File: config.mk
export PLATFORM = sky130hd
export DESIGN_NAME = pit_counter_p
export DESIGN_NICKNAME = d
export VERILOG_FILES = /design/src/rtl/pit_counter_p.sv
export SDC_FILE = /design/constraint.sdc
export NUM_CORES = 1
export LEC_CHECK = 0
export ABC_AREA = 1
export ABC_CLOCK_PERIOD_IN_PS = 3650
export BUFFER_PORTS_ARGS = -buffer_cell sky130_fd_sc_hd__buf_2
export CORE_MARGIN = 5
export CORE_UTILIZATION = 50
export CTS_CLUSTER_DIAMETER = 40
export DETAILED_ROUTE_END_ITERATION = 8
export PLACE_DENSITY = 0.74
export RECOVER_POWER = 100
export SYNTH_ARGS = -nofsm -noshare
export SYNTH_HDL_FRONTEND = slang
export SYNTH_SLANG_ARGS = --single-unit
File: constraint.sdc
create_clock -name global_CLK -period 3.65 [get_ports global_CLK]
set_input_delay 0.1825 -clock global_CLK [delete_from_list [all_inputs] [get_ports global_CLK]]
set_output_delay 0.1825 -clock global_CLK [all_outputs]
set_load 0.005 [all_outputs]
File: src/rtl/pit_counter_p.sv
// Programmable interval timer counter: mode 0 single shot, mode 2 rate generator and mode 3
// square wave, with byte-wide count writes, count latching and byte-sequenced reads.
module pit_counter_p #(
    parameter int WIDTH = 16
) (
    input  logic       global_CLK,
    input  logic       RST,
    input  logic       CLK,
    input  logic       GATE,
    input  logic       ctrl_wr,
    input  logic [7:0] control_word,
    input  logic       WR,
    input  logic [7:0] data_in,
    input  logic       latch,
    input  logic       RD,
    output logic [7:0] data_out,
    output logic       OUT,
    output logic       null_count
);

    localparam int BYTES = WIDTH / 8;
    localparam int PW    = (BYTES > 1) ? $clog2(BYTES) : 1;
    localparam logic [WIDTH-1:0] ONE = WIDTH'(1);
    localparam logic [WIDTH-1:0] TWO = WIDTH'(2);

    typedef enum logic [1:0] {
        MODE0 = 2'd0,
        MODE2 = 2'd2,
        MODE3 = 2'd3
    } mode_t;

    function automatic mode_t decode_mode(input logic [2:0] f);
        case (f)
            3'd2:    return MODE2;
            3'd3:    return MODE3;
            default: return MODE0;
        endcase
    endfunction

    // A counting-element value of zero stands for 2^WIDTH.
    function automatic logic [WIDTH:0] ce_ext(input logic [WIDTH-1:0] v);
        return (v == '0) ? {1'b1, {WIDTH{1'b0}}} : {1'b0, v};
    endfunction

    function automatic logic periodic_out(input mode_t m, input logic [WIDTH-1:0] ce,
                                          input logic [WIDTH-1:0] half);
        if (m == MODE2) return ce != ONE;
        return ce_ext(ce) > {1'b0, half};
    endfunction

    mode_t            r_mode;
    logic [WIDTH-1:0] r_cr, r_ce, r_ol, r_half;
    logic [PW-1:0]    r_wptr, r_rptr;
    logic             r_clk_d, r_gate_d, r_held, r_pend, r_run, r_trig;
    logic             r_out, r_null;
    logic [7:0]       r_data_out;

    logic             w_tick, w_trig, w_unused;
    logic [WIDTH-1:0] w_n, w_half, w_cr_wr, w_rd_src;
    logic [7:0]       w_rd_byte;
    logic [WIDTH-1:0] w_ce_nxt, w_half_nxt;
    logic             w_out_nxt, w_run_nxt, w_pend_nxt, w_null_nxt, w_trig_nxt;

    assign w_unused = ^{control_word[7:4], control_word[0]};
    assign w_tick   = CLK & ~r_clk_d;
    assign w_trig   = r_trig | (GATE & ~r_gate_d);
    assign w_n      = (r_mode != MODE0 && r_cr == ONE) ? TWO : r_cr;
    assign w_half   = (w_n == '0) ? {1'b1, {(WIDTH-1){1'b0}}} : (w_n >> 1);
    assign w_rd_src = r_held ? r_ol : r_ce;

    always_comb begin
        w_cr_wr   = r_cr;
        w_rd_byte = '0;
        for (int b = 0; b < BYTES; b++) begin
            if (r_wptr == PW'(b)) w_cr_wr[b*8 +: 8] = data_in;
            if (r_rptr == PW'(b)) w_rd_byte = w_rd_src[b*8 +: 8];
        end
    end

    // Counting engine: everything here advances only on a sampled CLK rising edge.
    always_comb begin
        w_ce_nxt   = r_ce;
        w_half_nxt = r_half;
        w_out_nxt  = r_out;
        w_run_nxt  = r_run;
        w_pend_nxt = r_pend;
        w_null_nxt = r_null;
        w_trig_nxt = w_trig;
        if (w_tick && r_pend && !r_run) begin
            w_ce_nxt   = w_n;
            w_half_nxt = w_half;
            w_run_nxt  = 1'b1;
            w_pend_nxt = 1'b0;
            w_null_nxt = 1'b0;
            w_trig_nxt = 1'b0;
            w_out_nxt  = (r_mode == MODE0) ? 1'b0 : periodic_out(r_mode, w_n, w_half);
        end else if (w_tick && r_run && GATE) begin
            if (r_mode == MODE0) begin
                w_ce_nxt = r_ce - ONE;
                if (r_ce == ONE) w_out_nxt = 1'b1;
            end else begin
                // Periodic modes pick up a newly written count only at a reload.
                if (w_trig || r_ce == ONE) begin
                    w_ce_nxt   = w_n;
                    w_half_nxt = w_half;
                    w_trig_nxt = 1'b0;
                    if (r_pend) begin
                        w_pend_nxt = 1'b0;
                        w_null_nxt = 1'b0;
                    end
                end else begin
                    w_ce_nxt = r_ce - ONE;
                end
                w_out_nxt = periodic_out(r_mode, w_ce_nxt, w_half_nxt);
            end
        end
        if (r_mode != MODE0 && !GATE) w_out_nxt = 1'b1;
    end

    always_ff @(posedge global_CLK) begin
        if (RST) begin
            r_mode     <= MODE0;
            r_cr       <= '0;
            r_ce       <= '0;
            r_ol       <= '0;
            r_half     <= '0;
            r_wptr     <= '0;
            r_rptr     <= '0;
            r_clk_d    <= 1'b0;
            r_gate_d   <= 1'b0;
            r_held     <= 1'b0;
            r_pend     <= 1'b0;
            r_run      <= 1'b0;
            r_trig     <= 1'b0;
            r_out      <= 1'b0;
            r_null     <= 1'b1;
            r_data_out <= '0;
        end else begin
            r_clk_d  <= CLK;
            r_gate_d <= GATE;
            r_ce     <= w_ce_nxt;
            r_half   <= w_half_nxt;
            r_out    <= w_out_nxt;
            r_run    <= w_run_nxt;
            r_pend   <= w_pend_nxt;
            r_null   <= w_null_nxt;
            r_trig   <= w_trig_nxt;
            if (latch && !r_held) begin
                r_ol   <= r_ce;
                r_held <= 1'b1;
            end
            if (RD) begin
                r_data_out <= w_rd_byte;
                if (r_rptr == PW'(BYTES-1)) begin
                    r_rptr <= '0;
                    r_held <= 1'b0;
                end else begin
                    r_rptr <= r_rptr + PW'(1);
                end
            end
            if (ctrl_wr) begin
                r_mode <= decode_mode(control_word[3:1]);
                r_wptr <= '0;
                r_rptr <= '0;
                r_held <= 1'b0;
                r_null <= 1'b1;
                r_run  <= 1'b0;
                r_pend <= 1'b0;
                r_trig <= 1'b0;
                r_out  <= (decode_mode(control_word[3:1]) != MODE0);
            end else if (WR) begin
                r_cr   <= w_cr_wr;
                r_null <= 1'b1;
                if (r_wptr == PW'(BYTES-1)) begin
                    r_wptr <= '0;
                    r_pend <= 1'b1;
                end else begin
                    r_wptr <= r_wptr + PW'(1);
                end
                if (r_mode == MODE0 && r_wptr == '0) begin
                    r_run <= 1'b0;
                    r_out <= 1'b0;
                end
            end
        end
    end

    assign data_out   = r_data_out;
    assign OUT        = r_out;
    assign null_count = r_null;

endmodule

[Word-level counts from Yosys, hierarchy flattened]
Cells that the tools add are included.
Operators by class
  add/sub/neg operators: 3
  $lt $le $gt $ge: 2
  equality and inequality tests: 8
  mux-type cells: 63
  bitwise logic cells: 7
  reduce and logical (&&, ||, !) cells: 27
Operators with widths (number)
  $mux 16: 17
  $mux 1: 40
  $gt 17x16->1: 2
  $mux 17: 2
  $eq 16x1->1 const B: 2
  $logic_not 16->1: 2
  $ne 16x1->1 const B: 2
  $sub 16x1->16 const B: 1
  $reduce_bool 2->1: 5
  $logic_and 1x1->1: 8
  $mux 8: 1
  $eq 3x2->1 const B: 2
  $reduce_and 3->1: 2
  $reduce_or 3->1: 2
  $mux 2: 2
  $not 1->1: 4
  $pmux 2 s2: 1
  $reduce_and 4->1: 1
  $logic_not 1->1: 3
  $add 1x1->1 const B: 2
  $and 1x1->1: 2
  $eq 2x2->1 const B: 1
  $logic_not 2->1: 1
  $ne 2x2->1 const B: 1
  4 further kinds: 4
Storage, ports and cells
  register bits after elaboration: 84
  bits of input ports: 24
  output and inout bits: 10

[Depth between registers and ports, before layout]
  depth in word-level cells: 19
  mapped depth: 31

[Least setup slack after synthesis]
No wires, ideal clock.
  path kind: reg-to-reg
  start: register r_ce[1]
  end: register r_out (netlist: OUT)
  setup time: 115 ps
  arrival: 2740 ps
  setup slack: 795 ps
  stages on the path, launching flop included: 29
  buffers on the path: 2
  period minus slack after synthesis: 2855 ps
  path through: dfxtp_1 > inv_1 > ha_1 > nand2_2 > nor2_4 > nand2_4 > nand2_8 > buf_2 > clkbuf_1 > o21ai_0 > inv_1 > ha_1 > a21o_1 > nor2_1 > nand3_1 > nand2_1 > nand2_1 > nand2_1 > nand2_1 > nand2_1 > nand2_1 > nand2_1 > nand3_1 > nand2_1 > nand2_1 > nand2_1 > nand2_1 > nand2_1 > nand2_1
Between the ends
  longest elaborated chain between the ends: 17
  elaborated cells between the ends (all ways): 25
  those cells by class: 1 x add/sub; 1 x order compare; 2 x eq/ne; 19 x mux; 2 x reduce/logical
RTL lines
  start: declaration: RTL line 52  | logic [WIDTH-1:0] r_cr, r_ce, r_ol, r_half;
  start signal: assignment: RTL line 141  | r_ce <= w_ce_nxt;
  branches (longest 10 deep; another with $gt 17x16->1)
  $mux 1 *: RTL line 98  | if (r_mode == MODE0) begin
  $mux 1 *: RTL line 97  | end else if (w_tick && r_run && GATE) begin
  $mux 1 *: RTL line 89  | if (w_tick && r_pend && !r_run) begin
  $mux 1 *: RTL line 117  | if (r_mode != MODE0 && !GATE) w_out_nxt = 1'b1;
  $mux 1: RTL line 180  | if (r_mode == MODE0 && r_wptr == '0) begin
  $mux 1 *: RTL line 171  | end else if (WR) begin
  $mux 1 *: RTL line 161  | if (ctrl_wr) begin
  end signal: assignment: RTL line 143  | r_out <= w_out_nxt;
  end signal: assignment: RTL line 170  | r_out <= (decode_mode(control_word[3:1]) != MODE0);
  end: declaration: RTL line 55  | logic r_out, r_null;
Every way passes the cells marked *. The select of a mux whose other input is x is not followed.
A chain may end at the register's enable or synchronous reset.

[Worst setup path after layout]
  start: register r_mode[0]
  end: register r_half[2]
Between the ends
  longest elaborated chain between the ends: 12
  elaborated cells between the ends (all ways): 15
  those cells by class: 1 x eq/ne; 9 x mux; 5 x reduce/logical
RTL lines
  start: declaration: RTL line 51  | mode_t r_mode;
  start signal: assignment: RTL line 162  | r_mode <= decode_mode(control_word[3:1]);
  $reduce_bool 2->1: RTL line 67  | assign w_n = (r_mode != MODE0 && r_cr == ONE) ? TWO : r_cr;
  $logic_and 1x1->1: RTL line 67
  $mux 16: RTL line 67
  $logic_not 16->1: RTL line 68  | assign w_half = (w_n == '0) ? {1'b1, {(WIDTH-1){1'b0}}} : (w_n >> 1);
  $mux 16: RTL line 68
  $mux 16: RTL line 103  | if (w_trig || r_ce == ONE) begin
  $mux 16: RTL line 98
  $mux 16: RTL line 97
  $mux 16: RTL line 89
  $mux 16: RTL line 98
  $mux 16: RTL line 97
  $mux 16: RTL line 89
  end signal: assignment: RTL line 142  | r_half <= w_half_nxt;
  end: declaration: RTL line 52
Parallel ways exist; a longest one is shown, timed or not. The select of a mux whose other input is x is not followed.

==> run summary <==
Across every metal layer, demand over resource in global routing totals 0.221. The global routing usage on met3 is 0.0349. Counting every instance in the synthesized netlist gives 867. The post-detailed-route DRC marker count is 0.

The met2 track demand over resource in global routing came out at 0.358. The largest buffer count on any clock path came out at 2. The kind of path behind the tightest hold check is in2reg. The global placement routability congestion is 0.949. The final reports fail on capacitance limit, slew limit. The maximum fanout count along the critical path came out at 25.

The final number of hold-violating endpoints came out at 0. The aggregate negative setup slack came out at 0 ns. The wire length of the first global-routing pass came out at 23300 µm. The clock period could shrink to 3.25 ns.

The clock share of power is 0.363. The switching part of the total is 0.291. At the worst endpoint, the required time is a little under 4 ns. The share of the core filled with cells is 0.541. The via count of the first global-routing pass came to 4812.

The placeable core region is roughly 11000 µm². The clock root buffer master is sky130_fd_sc_hd__clkbuf_8. The initial antenna violation count is 0. The flow ran to the end, but the final reports show violations.

The post-cts hold buffer count came out at 0. Clock tree synthesis inserted a total of 9 buffers. STA classifies the critical path startpoint as a flop. Using the TritonRoute via totals, the vias-per-cell ratio works out to 5.29. The number of clock sinks seen by CTS is 84. The maximum number of pins on one net before global-route repair came out at 52. Synthesis produced a netlist with a net count of 924. The share of total power dissipated in sequential elements is 0.467. Static timing analysis puts the maximum clock frequency at 308 MHz. The die span in y came out at 115 µm. Setup repair after global routing left no endpoint under its margin. The critical path is of the reg2reg type. The total number of yosys warnings is 0.

The detailed-route via count is ~5.4k. The fraction of layout cells with a size suffix above 1 is 0.0674. The power density over the cells came out at 354 nW/µm². The clock-pin slew on the worst setup and hold paths is 0.09 ns.

The clock insertion delay at the later pin of the skew report is 0.36 ns. The worst clock skew is between 0.007 and 0.008 ns. The initial core utilization is 0.506. The initial DRC count came out at between 400 and 500. The post-synthesis instance area is 5460 µm².

In this run the most used layer during global routing was met2. The relative slew slack came out at -0.101. The average cell area after synthesis came out at roughly 6.3 µm². For this run, the register share of the synthesized area comes to 0.308. The floorplan has 38 rows. The pin slew with the least headroom to its limit is 1.65 ns. TritonCTS built the clock tree. The count of H-tree levels built during CTS came out at 3. The count of final setup violators came out at 0. The post-synthesis sequential element count came out at 84. Summed over all nets, the half-perimeter wirelength after detailed placement is between 10000 and 15000 µm. Dividing the final minimum period by the clock period gives 0.890. The number of top-level pins is 34. The global routing usage on met1 is 0.300. Input and output buffers added on the ports amount to 28.

At the end of the flow, the number of nets in the layout was 927. The arrival time reported for the critical path endpoint came out at 3.57 ns. The share of total power in combinational logic is 0.170. The routed length per instance is 13.7 µm. The final layout contains routed wiring with a total length of 13900 µm.

The count of antenna-violating nets left after detailed routing is 0. The peak supply drop is 319 µV. The final global-route overflow total is 0.

The cell internal power dissipation came out at 1470 µW. The total of cells resized after clock tree synthesis came out at 0. The first detailed-routing pass took 5 iterations. The worst setup path is captured at a flop. The relative area change from synthesis to final layout came out at 6.92%. The leakage power is 0.00259 µW. The post-CTS setup repair buffer count is 0.

The antenna diode instance count came out at 0. The switching power is 601 µW. Yosys mapped the design onto 37 distinct sky130hd cell types. The number of pins with negative max-slew slack in the final report is 36.

The die span in x came out at around 110 µm. The count of maximum capacitance violations came out at 1. The floorplan die area came out at 13100 µm².
-- cells by family (layout without fill, tap and decap cells) --
family / after synthesis / after routing / synth area share
compound gates: 209 / 209 / 0.212
xor+xnor: 2 / 2 / 0.00321
fa+ha+maj: 33 / 33 / 0.0756
buf+inv: 161 / 169 / 0.117
flops: 84 / 84 / 0.308
simple gates: 378 / 378 / 0.285
-- worst max-delay path: stages, from the launching register on --
cell                       delay (ns)
sky130_fd_sc_hd__dfxtp_1         0.39
sky130_fd_sc_hd__inv_1           0.07
sky130_fd_sc_hd__nand2_1         0.12
sky130_fd_sc_hd__buf_4           0.27
sky130_fd_sc_hd__inv_1           0.23
sky130_fd_sc_hd__nor2_1          0.14
sky130_fd_sc_hd__clkbuf_1        0.55
sky130_fd_sc_hd__inv_1           0.24
sky130_fd_sc_hd__nand2_1         0.22
sky130_fd_sc_hd__clkinv_1        0.16
sky130_fd_sc_hd__clkbuf_2        0.30
sky130_fd_sc_hd__a221oi_1        0.30
sky130_fd_sc_hd__o21ai_0         0.14
sky130_fd_sc_hd__inv_1           0.06
-- synthesized netlist by cell type, drive strengths merged --
library cell / instances / area, µm²
a21boi: 1 / 7.51
a211oi: 3 / 22.5
nand3b: 2 / 15.0
o21ai: 88 / 448
o22ai: 8 / 50.1
buf: 5 / 50.0
nand2: 242 / 940
a31oi: 22 / 138
nor4: 1 / 6.26
clkinv: 3 / 11.3
nor3b: 1 / 7.51
nor2: 87 / 352
nor3: 6 / 30.0
a21oi: 65 / 325
clkbuf: 39 / 146
dfxtp: 84 / 1680
a21o: 1 / 7.51
a221oi: 1 / 8.76
xor2: 1 / 8.76
ha: 33 / 413
nand4: 5 / 31.3
xnor2: 1 / 8.76
nand3: 32 / 160
o21bai: 3 / 22.5
or2: 2 / 12.5
o211ai: 17 / 128
inv: 114 / 430
-- state kept, by name, summed over array words and instances (netlist names), 2 cells and up --
signal and cells:
data_out 8, r_ce 16, r_cr 16, r_half 16, r_mode 2, r_ol 16
-- through the flow --
step                hold WS, ns  total power [µW]  std cells  cell area (µm²)  worst slack [ns]
floorplan                 0.276              1250        867             5460             0.795
global placement          0.397              1330        999             5640             0.564
finish                   0.0282              2070       1015             5840             0.401
detailed placement        0.407              1330        999             5640             0.567
global route             0.0285              2180       1015             5840            0.0650
CTS                      0.0177              2080       1015             5870             0.546
-- area by class of cell --
type	instances	area [µm²]
fillers	1103	4950
multi-input cells	622	3140
clock buffers	10	138
flip-flops and latches	84	1680
well taps	140	175
clock inverters	6	87.6
repair buffers	36	174
inverters	117	442
-- cell usage in the layout (no fill, tap or decap), types with 6 or more instances in the layout --
cell,n
sky130_fd_sc_hd__nand2_1,237
sky130_fd_sc_hd__inv_1,111
sky130_fd_sc_hd__dfxtp_1,84
sky130_fd_sc_hd__o21ai_0,83
sky130_fd_sc_hd__nor2_1,81
sky130_fd_sc_hd__a21oi_1,65
sky130_fd_sc_hd__ha_1,33
sky130_fd_sc_hd__nand3_1,32
sky130_fd_sc_hd__a31oi_1,22
sky130_fd_sc_hd__buf_2,21
sky130_fd_sc_hd__o211ai_1,17
sky130_fd_sc_hd__clkbuf_1,11
sky130_fd_sc_hd__clkbuf_8,10
sky130_fd_sc_hd__o22ai_1,8
sky130_fd_sc_hd__nor3_1,6
-- power by group through the flow --
| stage | clock, µW | sequential [µW] | combinational, µW |
|---|---|---|---|
| after global placement | 0 | 985 | 345 |
| after floorplan | 0 | 978 | 277 |
| after detailed placement | 0 | 986 | 348 |
| after CTS | 765 | 964 | 350 |
| final | 751 | 965 | 350 |
| after global routing | 805 | 969 | 404 |
-- worst paths after layout --
check	start	end	slack (ns)	cells past startpoint
hold reg to reg	r_ol[5]	r_ol[5]	0.46	2
setup reg to reg	r_mode[0]	r_half[2]	0.40	13
setup / recovery	r_mode[0]	r_half[2]	0.40	13
hold / removal	WR	r_wptr	0.03	2
-- metal layers --
layer	part of all wire	wire, µm
met1	0.48	6650
met2	0.46	6340
met3	0.045	619
met4	0.021	297
met5	0	0
Power figures use the tool's default switching activity.
